===== src/rtl/key_cmd_pkg.sv =====
`default_nettype none
// ============================================================================
//  Module      : key_cmd_pkg
//  Description : Shared types and helpers for the key-driven EEPROM command
//                sequencer: command record, read/write encoding, FSM state
//                type and the debounce-length calculation.
//  Revision    : 1.0  initial release
// ============================================================================
package key_cmd_pkg;

    localparam logic RW_WRITE = 1'b0;
    localparam logic RW_READ  = 1'b1;

    typedef struct packed {
        logic       rw;
        logic [7:0] addr;
        logic [7:0] data;
    } cmd_t;

    typedef enum logic [0:0] {
        IDLE     = 1'b0,
        WAIT_RSP = 1'b1
    } state_t;

    // Number of identical synchronised samples a key level needs before it is
    // believed.
    function automatic int unsigned db_cycles(input int unsigned clk_hz,
                                              input int unsigned debounce_ms);
        return (clk_hz / 1000) * debounce_ms;
    endfunction

endpackage
`default_nettype wire


===== src/rtl/key_debounce.sv =====
`default_nettype none
// ============================================================================
//  Module      : key_debounce
//  Description : Two-flop synchroniser plus debounce counter for one active-low
//                push key. Emits a single-cycle pulse when a press (1->0) is
//                accepted; releases produce nothing.
//  Ports       : clk, rst     clock / synchronous active-high reset
//                i_key_n      raw asynchronous key, 0 = pressed
//                o_press      1-cycle pulse on accepted press
//  Revision    : 1.0  initial release
// ============================================================================
module key_debounce #(
    parameter int unsigned DB_CYCLES = 1_000_000
) (
    input  logic clk,
    input  logic rst,
    input  logic i_key_n,
    output logic o_press
);

    localparam int unsigned     c_CW       = (DB_CYCLES > 1) ? $clog2(DB_CYCLES) : 1;
    localparam logic [c_CW-1:0] c_CNT_LAST = c_CW'(DB_CYCLES - 1);

    logic            r_meta;
    logic            r_sync;
    logic            r_stable;
    logic            r_press;
    logic [c_CW-1:0] r_cnt;

    // r_cnt counts consecutive samples that disagree with the accepted level;
    // any sample that agrees again throws the run away.
    always_ff @(posedge clk) begin
        if (rst) begin
            r_meta   <= 1'b1;
            r_sync   <= 1'b1;
            r_stable <= 1'b1;
            r_cnt    <= '0;
            r_press  <= 1'b0;
        end else begin
            r_meta  <= i_key_n;
            r_sync  <= r_meta;
            r_press <= 1'b0;
            if (r_sync == r_stable) begin
                r_cnt <= '0;
            end else if (r_cnt == c_CNT_LAST) begin
                r_stable <= r_sync;
                r_cnt    <= '0;
                r_press  <= ~r_sync;
            end else begin
                r_cnt <= r_cnt + 1'b1;
            end
        end
    end

    assign o_press = r_press;

endmodule
`default_nettype wire


===== src/rtl/key_cmd_sequencer.sv =====
`default_nettype none
// ============================================================================
//  Module      : key_cmd_sequencer
//  Description : Turns debounced write/read key presses into queued EEPROM
//                commands with auto-incrementing address/data, issues them one
//                at a time over valid/ready and waits for each response.
//                Captures read data, flags NACK/timeout errors.
//  Ports       : key_wr_n/key_rd_n   raw keys (0 = pressed)
//                cmd_*               command handshake to the I2C byte engine
//                rsp_*               engine response (rsp_valid 1-cycle pulse)
//                last_rdata, busy, err, drop_cnt, verify_fail  status
//  Option      : KEY_CMD_VERIFY_EN  - compare readback against the last
//                acknowledged write to the same address (verify_fail).
//  Revision    : 1.0  initial release
// ============================================================================
module key_cmd_sequencer
    import key_cmd_pkg::*;
#(
    parameter int unsigned CLK_HZ      = 50_000_000,
    parameter int unsigned DEBOUNCE_MS = 20,
    parameter int unsigned FIFO_DEPTH  = 4,
    parameter logic [7:0]  BASE_ADDR   = 8'h1E,
    parameter logic [7:0]  DATA_INIT   = 8'h05,
    parameter int unsigned RSP_TIMEOUT = 4096
) (
    input  logic       clk,
    input  logic       rst,
    input  logic       key_wr_n,
    input  logic       key_rd_n,
    output logic       cmd_valid,
    input  logic       cmd_ready,
    output logic       cmd_rw,
    output logic [7:0] cmd_addr,
    output logic [7:0] cmd_wdata,
    input  logic       rsp_valid,
    input  logic       rsp_nack,
    input  logic [7:0] rsp_rdata,
    output logic [7:0] last_rdata,
    output logic       busy,
    output logic       err,
    output logic [7:0] drop_cnt,
    output logic       verify_fail
);

    localparam int unsigned     c_DB         = db_cycles(CLK_HZ, DEBOUNCE_MS);
    localparam int unsigned     c_AW         = $clog2(FIFO_DEPTH);
    localparam int unsigned     c_TW         = $clog2(RSP_TIMEOUT);
    localparam logic [c_TW-1:0] c_TIMER_LAST = c_TW'(RSP_TIMEOUT - 1);

    // ------------------------------------------------------------------
    // Key front ends
    // ------------------------------------------------------------------
    logic w_wr_press;
    logic w_rd_press;

    key_debounce #(.DB_CYCLES(c_DB)) u_db_wr (
        .clk     (clk),
        .rst     (rst),
        .i_key_n (key_wr_n),
        .o_press (w_wr_press)
    );

    key_debounce #(.DB_CYCLES(c_DB)) u_db_rd (
        .clk     (clk),
        .rst     (rst),
        .i_key_n (key_rd_n),
        .o_press (w_rd_press)
    );

    // ------------------------------------------------------------------
    // Push arbitration: one push per cycle, write wins, a colliding read
    // is held in r_rd_pend and pushed on the following cycle.
    // ------------------------------------------------------------------
    logic       r_rd_pend;
    logic [7:0] r_wr_addr;
    logic [7:0] r_wr_data;
    logic [7:0] r_rd_addr;
    logic [7:0] r_drop_cnt;

    logic w_push_wr;
    logic w_push_rd;
    logic w_push;
    logic w_accept;
    logic w_drop;
    logic w_pop;
    logic w_empty;
    logic w_full;
    cmd_t w_push_cmd;
    cmd_t w_head;

    assign w_push_wr = w_wr_press;
    assign w_push_rd = !w_wr_press && (w_rd_press || r_rd_pend);
    assign w_push    = w_push_wr || w_push_rd;
    assign w_accept  = w_push && !w_full;
    assign w_drop    = w_push && w_full;

    always_comb begin
        w_push_cmd.rw   = RW_WRITE;
        w_push_cmd.addr = r_wr_addr;
        w_push_cmd.data = r_wr_data;
        if (w_push_rd) begin
            w_push_cmd.rw   = RW_READ;
            w_push_cmd.addr = r_rd_addr;
            w_push_cmd.data = 8'h00;
        end
    end

    // ------------------------------------------------------------------
    // First-word-fall-through command queue. Pointers carry one extra
    // wrap bit so full and empty are distinguishable.
    // ------------------------------------------------------------------
    cmd_t          r_mem [FIFO_DEPTH];
    logic [c_AW:0] r_wptr;
    logic [c_AW:0] r_rptr;

    assign w_empty = (r_wptr == r_rptr);
    assign w_full  = (r_wptr[c_AW] != r_rptr[c_AW]) &&
                     (r_wptr[c_AW-1:0] == r_rptr[c_AW-1:0]);
    assign w_head  = r_mem[r_rptr[c_AW-1:0]];

    always_ff @(posedge clk) begin
        if (w_accept) begin
            r_mem[r_wptr[c_AW-1:0]] <= w_push_cmd;
        end
    end

    always_ff @(posedge clk) begin
        if (rst) begin
            r_wptr     <= '0;
            r_rptr     <= '0;
            r_rd_pend  <= 1'b0;
            r_wr_addr  <= BASE_ADDR;
            r_wr_data  <= DATA_INIT;
            r_rd_addr  <= BASE_ADDR;
            r_drop_cnt <= 8'h00;
        end else begin
            r_rd_pend <= w_wr_press && (w_rd_press || r_rd_pend);
            if (w_accept) begin
                r_wptr <= r_wptr + 1'b1;
                if (w_push_wr) begin
                    r_wr_addr <= r_wr_addr + 8'h01;
                    r_wr_data <= r_wr_data + 8'h01;
                end else begin
                    r_rd_addr <= r_rd_addr + 8'h01;
                end
            end
            if (w_drop && (r_drop_cnt != 8'hFF)) begin
                r_drop_cnt <= r_drop_cnt + 8'h01;
            end
            if (w_pop) begin
                r_rptr <= r_rptr + 1'b1;
            end
        end
    end

    // ------------------------------------------------------------------
    // Command / response FSM
    // ------------------------------------------------------------------
    state_t          r_state;
    logic [c_TW-1:0] r_timer;
    logic            r_cur_rw;
    logic            r_err;
    logic [7:0]      r_last_rdata;

    assign w_pop = cmd_valid && cmd_ready;

    always_ff @(posedge clk) begin
        if (rst) begin
            r_state      <= IDLE;
            r_timer      <= '0;
            r_cur_rw     <= RW_WRITE;
            r_err        <= 1'b0;
            r_last_rdata <= 8'h00;
        end else begin
            case (r_state)
                IDLE: begin
                    if (w_pop) begin
                        r_state  <= WAIT_RSP;
                        r_timer  <= '0;
                        r_cur_rw <= w_head.rw;
                    end
                end
                WAIT_RSP: begin
                    r_timer <= r_timer + 1'b1;
                    if (rsp_valid) begin
                        r_state <= IDLE;
                        if (rsp_nack) begin
                            r_err <= 1'b1;
                        end else if (r_cur_rw == RW_READ) begin
                            r_last_rdata <= rsp_rdata;
                        end
                    end else if (r_timer == c_TIMER_LAST) begin
                        r_err   <= 1'b1;
                        r_state <= IDLE;
                    end
                end
                default: r_state <= IDLE;
            endcase
        end
    end

    // ------------------------------------------------------------------
    // Optional readback verification
    // ------------------------------------------------------------------
`ifdef KEY_CMD_VERIFY_EN
    logic       r_cur_wrt;
    logic [7:0] r_cur_addr;
    logic [7:0] r_cur_data;
    logic       r_shadow_vld;
    logic [7:0] r_shadow_addr;
    logic [7:0] r_shadow_data;
    logic       r_verify_fail;
    logic       w_rsp_ok;

    assign w_rsp_ok = (r_state == WAIT_RSP) && rsp_valid && !rsp_nack;

    always_ff @(posedge clk) begin
        if (rst) begin
            r_cur_wrt     <= 1'b0;
            r_cur_addr    <= 8'h00;
            r_cur_data    <= 8'h00;
            r_shadow_vld  <= 1'b0;
            r_shadow_addr <= 8'h00;
            r_shadow_data <= 8'h00;
            r_verify_fail <= 1'b0;
        end else begin
            if (w_pop) begin
                r_cur_wrt  <= (w_head.rw == RW_WRITE);
                r_cur_addr <= w_head.addr;
                r_cur_data <= w_head.data;
            end
            if (w_rsp_ok) begin
                if (r_cur_wrt) begin
                    r_shadow_vld  <= 1'b1;
                    r_shadow_addr <= r_cur_addr;
                    r_shadow_data <= r_cur_data;
                end else if (r_shadow_vld && (r_cur_addr == r_shadow_addr) &&
                             (rsp_rdata != r_shadow_data)) begin
                    r_verify_fail <= 1'b1;
                end
            end
        end
    end

    assign verify_fail = r_verify_fail;
`else
    assign verify_fail = 1'b0;
`endif

    // ------------------------------------------------------------------
    // Outputs. Command fields read as zero while the queue is empty so the
    // bus is quiet out of reset.
    // ------------------------------------------------------------------
    assign cmd_valid  = (r_state == IDLE) && !w_empty;
    assign cmd_rw     = !w_empty && w_head.rw;
    assign cmd_addr   = w_empty ? 8'h00 : w_head.addr;
    assign cmd_wdata  = w_empty ? 8'h00 : w_head.data;
    assign last_rdata = r_last_rdata;
    assign busy       = !w_empty || (r_state == WAIT_RSP);
    assign err        = r_err;
    assign drop_cnt   = r_drop_cnt;

endmodule
`default_nettype wire


===== config.mk =====
export PLATFORM = sky130hd
export DESIGN_NAME = key_cmd_sequencer
export DESIGN_NICKNAME = d
export VERILOG_FILES = /design/src/rtl/key_cmd_pkg.sv /design/src/rtl/key_debounce.sv /design/src/rtl/key_cmd_sequencer.sv
export SDC_FILE = /design/constraint.sdc
export NUM_CORES = 1
export LEC_CHECK = 0
export ABC_AREA = 1
export BUFFER_PORTS_ARGS = -buffer_cell sky130_fd_sc_hd__buf_2
export CAP_MARGIN = 20
export CORE_AREA = 2 2 120 122
export CTS_BUF_LIST = sky130_fd_sc_hd__clkbuf_16
export CTS_CLUSTER_DIAMETER = 120
export CTS_CLUSTER_SIZE = 40
export DETAILED_ROUTE_END_ITERATION = 8
export DIE_AREA = 0 0 122 124
export GPL_TIMING_DRIVEN = 0
export PLACE_DENSITY = 0.79
export SETUP_SLACK_MARGIN = 0.5
export SLEW_MARGIN = 20
export SYNTH_ARGS = -nofsm -noshare
export SYNTH_HDL_FRONTEND = slang
export SYNTH_SLANG_ARGS = --single-unit

===== constraint.sdc =====
create_clock -name clk -period 2.7 [get_ports clk]
set_input_delay 0.54 -clock clk [delete_from_list [all_inputs] [get_ports clk]]
set_output_delay 0.54 -clock clk [all_outputs]
set_load 0.01 [all_outputs]

; After elaboration in Yosys (flattened, before gate mapping)
; Memory sizes are Yosys's and may differ from the RTL's. A register that Yosys moved wholly into a read port is not among the register bits.
; Index checks and enable logic that the tools add are counted.
; Widths: inputs -> output; s select.
[totals]
register_bits = 110
ram_bits = 68
input_bits = 15
n_memories = 1
[mem_list]
columns = name, words, word_bits, rd, rd_clocked_by_memory_dff, wr, line_no
row1 = r_mem, 4, 17, 1, 1, 1, key_cmd_sequencer.sv:112  ; cmd_t r_mem [FIFO_DEPTH];
[op_classes]
n_addsub = 9
eq_ne = 11
mux = 16
bitwise_logic = 9
reduce_logical = 27
[ops]
columns = operator, count
row1 = $add 20x1->20 const B, 2
row2 = $eq 20x20->1 const B, 2
row3 = $add 8x1->8 const B, 4
row4 = $pmux 12 s2, 1
row5 = $mux 17, 1
row6 = $mux 8, 2
row7 = $add 12x1->12 const B, 1
row8 = $eq 12x12->1 const B, 1
row9 = $mux 12, 1
row10 = $reduce_or 3->1, 4
row11 = $reduce_and 2->1, 5
row12 = $logic_and 1x1->1, 9
row13 = $not 1->1, 9
row14 = $mux 1, 8
row15 = $ne 8x8->1 const B, 1
row16 = $add 3x1->3 const B, 2
row17 = $mux 2, 2
row18 = $reduce_and 4->1, 1
row19 = $eq 3x3->1, 1
row20 = $logic_not 1->1, 3
row21 = $logic_or 1x1->1, 3
row22 = $reduce_and 3->1, 1
row23 = $eq 1x1->1, 2
row24 = $eq 2x2->1, 1
row25 = 5 further kinds, 5

; Depth between registers and ports, before layout
[logic_depth]
depth_word = 6
depth_mapped = 10
ltp_nobuf = 10

; By module
; A second synthesis with hierarchy kept.
[hier_totals]
cells_unflattened = 1005
hier_area_um2 = 8356.8
[modules_own_cells]
columns = module, instances, cells_each, area_per_inst_um2
row1 = key_cmd_sequencer, 1, 697, 6027.0
row2 = key_debounce, 2, 154, 1164.9

; Worst setup path after synthesis
; Ideal clock, no wire load.
[synth_path]
kind = register to register
startpoint = register r_wptr[0]
endpoint = memory r_mem[0][0] (netlist name) (enable)
setup_time_ns = 0.391
arrival_ns = 1.609
setup_slack_ns = 0.700
stages_incl_launch_ff = 7
n_path_buf = 0
cell_sequence = dfxtp_1 > inv_2 > nand2_1 > nand2_1 > nand3_4 > nand2_2 > nor2_1
[synth_via]
elab_chain_len = 6
[synth_rtl]
columns = element, line_no
row1 = start: declaration, key_cmd_sequencer.sv:113  ; logic [c_AW:0] r_wptr;
row2 = start signal: assignment, key_cmd_sequencer.sv:139  ; r_wptr <= r_wptr + 1'b1;
row3 = $eq 2x2->1, key_cmd_sequencer.sv:118  ; (r_wptr[c_AW-1:0] == r_rptr[c_AW-1:0]);
row4 = $logic_and 1x1->1, key_cmd_sequencer.sv:117  ; assign w_full = (r_wptr[c_AW] != r_rptr[c_AW]) &&
row5 = $logic_not 1->1, key_cmd_sequencer.sv:94  ; assign w_accept = w_push && !w_full;
row6 = $logic_and 1x1->1, key_cmd_sequencer.sv:94
row7 = $mux 1, key_cmd_sequencer.sv:122  ; if (w_accept) begin
row8 = $mux 1 (implied by the code), key_cmd_sequencer.sv:123  ; r_mem[r_wptr[c_AW-1:0]] <= w_push_cmd;
row9 = end: declaration, key_cmd_sequencer.sv:112
; Parallel ways exist; a longest one is shown, timed or not.

; Worst setup path in the final report
[layout_path]
startpoint = register r_wptr[1]
endpoint = output port cmd_wdata[4]
[layout_via]
elab_chain_len = 2
[layout_rtl]
columns = element, line_no
row1 = $eq 3x3->1, key_cmd_sequencer.sv:116  ; assign w_empty = (r_wptr == r_rptr);
row2 = $mux 8, key_cmd_sequencer.sv:257  ; assign cmd_wdata = w_empty ? 8'h00 : w_head.data;
row3 = end: declaration, key_cmd_sequencer.sv:34  ; output logic [7:0] cmd_wdata,
; Every way passes these cells.

==> metrics.md <==
| Metric | Value |
|---|---|
| CTS Hold Buffers Added | 0 |
| Sequential cell fraction of total power | 55.1% |
| Worst Tran Pin Value | 0.940 ns |
| Hold slack final | 0.290 ns |
| Layout Cells excl Fill | 1290 |
| Routed vias | 6904 |
| Switching share of total power | 21.4% |
| Register area share after synthesis | 52.0% |
| Hold Fails Final Rpt | 0 |
| Yosys warnings | 0 |
| First-pass GRT wire length | 28400 um |
| Starting Density | 60.1% |
| Die width | 122 um |
| Most common cell after layout, fill and taps aside | nand2_1 |
| Unique masters post-synth | 36 |
| Synth Instances | 1011 |
| WL final | 18100 um |
| Routed vias/inst | 5.35 |
| Busiest grt layer | met2 |
| TritonCTS clock tree | done |
| Share of post-route cells with drive strength above 1 | 16.9% |
| Vias in the first global route | 6108 |
| Area leader, netlist | dfxtp_1 |
| Antenna Cells | 0 |
| Detail Route Antenna Nets | 0 |
| H-tree depth | 4 |
| Power share of the combinational group | 1.1% |
| Mapped Nets | 1038 |
| Worst VDD drop | 0.000393 V |
| Hold crit path type | primary input to flip-flop |
| Required time worst endpoint | 2.16 ns |
| Slew Limit Fails | 0 |
| Worst skew pair latency | 0.43 ns |
| Finish-stage setup viols | 0 |
| Period utilization | 82.5% |
| Seq cells post-synth | 180 |
| Outcome | finished, final reports clean |
| DRC Markers | 0 |
| Fillers | 1068 |
| Post-synth EDFFs | 68 |
| Placed Cells | 1243 |
| Die H | 124 um |
| Crit path max fanout | 5 |
| Core area | 13700 um2 |
| Arrival time worst endpoint | 1.69 ns |
| Clock power frac | 43.8% |
| Final Skew | 0.00443 ns |
| GPL Wtd Cong | 0.857 |
| Met2 Use GR | 40.1% |
| Initial drt markers | 734 |
| GR Util met3 | 4.40% |
| CP Class | flip-flop to primary output |
| Max Cap Violations | 0 |
| Dominant cells by area after synthesis | dfxtp_1, edfxtp_1, nand2_1 |
| # IOs | 52 |
| Largest net degree at the start of global routing | 18 |
| Pre-Repair DR Iteration Count | 5 |
| Most used DFF post-synth | dfxtp_1 |
| PwrDens | 525 nW/um2 |
| WL/cell | 14.0 um |
| CTS Buffer Depth | 2 |
| Clock transition at the registers of the reported paths | 0.06 ns |
| Antenna violations before repair | 0 |
| Layout Nets | 1124 |
| Die area | 15100 um2 |
| HPWL after DPL | 12000 um |
| Setup TNS | 0 ns |
| Post-Syn Area per Cell | 8.15 um2 |
| Pint | 3.99 mW |
| Sink Count | 180 |
| Port Buf Inserts | 49 |
| Site Rows | 43 |
| Total track usage | 24.0% |
| Met1 global-route usage | 30.8% |
| GRT overflow | 0 |
| CTS Root Cell | clkbuf_16 |
| Max-Slew Margin vs Limit | 37.3% |
| RSZ-0062 raised after global routing | yes |
| F_max | 0.449 GHz |
| Crit path launch type | flip-flop |
| Multi-input logic area | 3450 um2 |
| NetSw | 1.09 mW |
| FFs w/ async S/R, synth | 0% |
| Post-synthesis cell area | 8240 um2 |
| Most frequent cells in the layout | nand2_1, nor2_1, dfxtp_1 |
| Setup crit end kind | primary output |
| Min Tclk post-route | 2.23 ns |
| Area grow syn2layout | 17.4% |
| Storage cell area | 4300 um2 |
| Total CTS buffers | 17 |
| LEAKAGE | 3.70 nW |
| Yosys top cell area share | 27.2% |
[critical path, stage by stage (launching register included)]
cell       delay [ns]
dfxtp_4          0.38
nand2_1          0.13
nand2_4          0.12
nand3_4          0.09
buf_8            0.15
clkbuf_16        0.16
nand2_2          0.06
inv_1            0.03
buf_2            0.12
[power by group through the flow]
stage / logic (mW) / registers [mW] / clock network, mW
after global routing: 0.0634 / 2.79 / 2.36
after global placement: 0.0560 / 2.86 / 0
after detailed placement: 0.0565 / 2.86 / 0
after CTS: 0.0567 / 2.80 / 2.25
after floorplan: 0.0326 / 2.86 / 0
final: 0.0562 / 2.80 / 2.23
[registers in the layout, indices dropped and copies added (netlist names), 3 cells and up, named ones only]
signal / flops
drop_cnt: 8
last_rdata: 8
r_mem: 68
r_rd_addr: 8
r_rptr: 3
r_timer: 12
r_wptr: 3
r_wr_addr: 8
r_wr_data: 8
u_db_rd.r_cnt: 20
u_db_wr.r_cnt: 20
[routing by layer]
metal | share of wire (%) | vias up
li1 | - | 3492
met1 | 44 | 3192
met2 | 50 | 200
met3 | 5.5 | 20
met4 | 1.2 | 0
met5 | 0 | -
[final timing paths]
| kind | slack (ns) | start | cells after the start | endpoint |
|---|---|---|---|---|
| setup / recovery | 0.47 | r_wptr[1] | 8 | cmd_wdata[4] |
| hold / removal | 0.29 | key_wr_n | 2 | u_db_wr.r_meta |
| setup reg to reg | 0.66 | r_wptr[1] | 5 | r_mem[1][13] |
| hold reg to reg | 0.41 | u_db_rd.r_meta | 1 | u_db_rd.r_sync |
[logic make-up (layout without fill, tap and decap cells)]
kind of cell	after synthesis	count (layout)	synth area share (%)
other	1	1	0.0455
and+or+nand+nor	497	497	26.6
xor gates and xnor gates	23	23	2.44
adders and majority gates	12	12	1.82
buffers and inverters	141	240	7.21
AOI/OAI and AO/OA	157	157	9.93
DFF	180	180	52.0
[through the flow]
step	utilization [%]	instance area [um2]	setup slack (ns)	power [mW]
after global placement	63.5	8710	0.0401	2.92
after global routing	70.5	9680	0.429	5.22
after CTS	68.9	9450	0.472	5.10
after detailed placement	63.8	8750	0.557	2.92
after floorplan	-	8240	0.700	2.89
final	70.5	9680	0.472	5.08
[cells in the mapped netlist (3+ instances only)]
master	n
nand3_1	68
nor2_1	157
nand3_2	5
or2_0	5
buf_6	3
xnor2_1	6
nor3_1	9
inv_1	105
inv_2	4
clkbuf_1	14
nand2_1	202
edfxtp_1	68
o22ai_1	17
or2_2	5
buf_2	11
o21ai_0	77
a21oi_1	57
dfxtp_1	112
ha_1	12
nor2_2	7
nand4_1	17
nand3b_1	11
xor2_1	17
nand2_2	5
[timing repair]
action                     CTS  global route
buffers inserted             2             8
cloned                       2             3
pin swaps                    3             8
setup endpoints to repair   19            36
resized for setup           43            50
[layout make-up]
class	count	share of cell area (%)
Buffer	31	3.05
Clock buffer	17	4.40
Clock inverter	15	1.12
Inverter	110	4.45
Multi-Input combinational cell	690	35.6
Sequential cell	180	44.5
Tap cell	180	2.33
Timing Repair Buffer	67	4.58
Power figures use the tool's default switching activity.
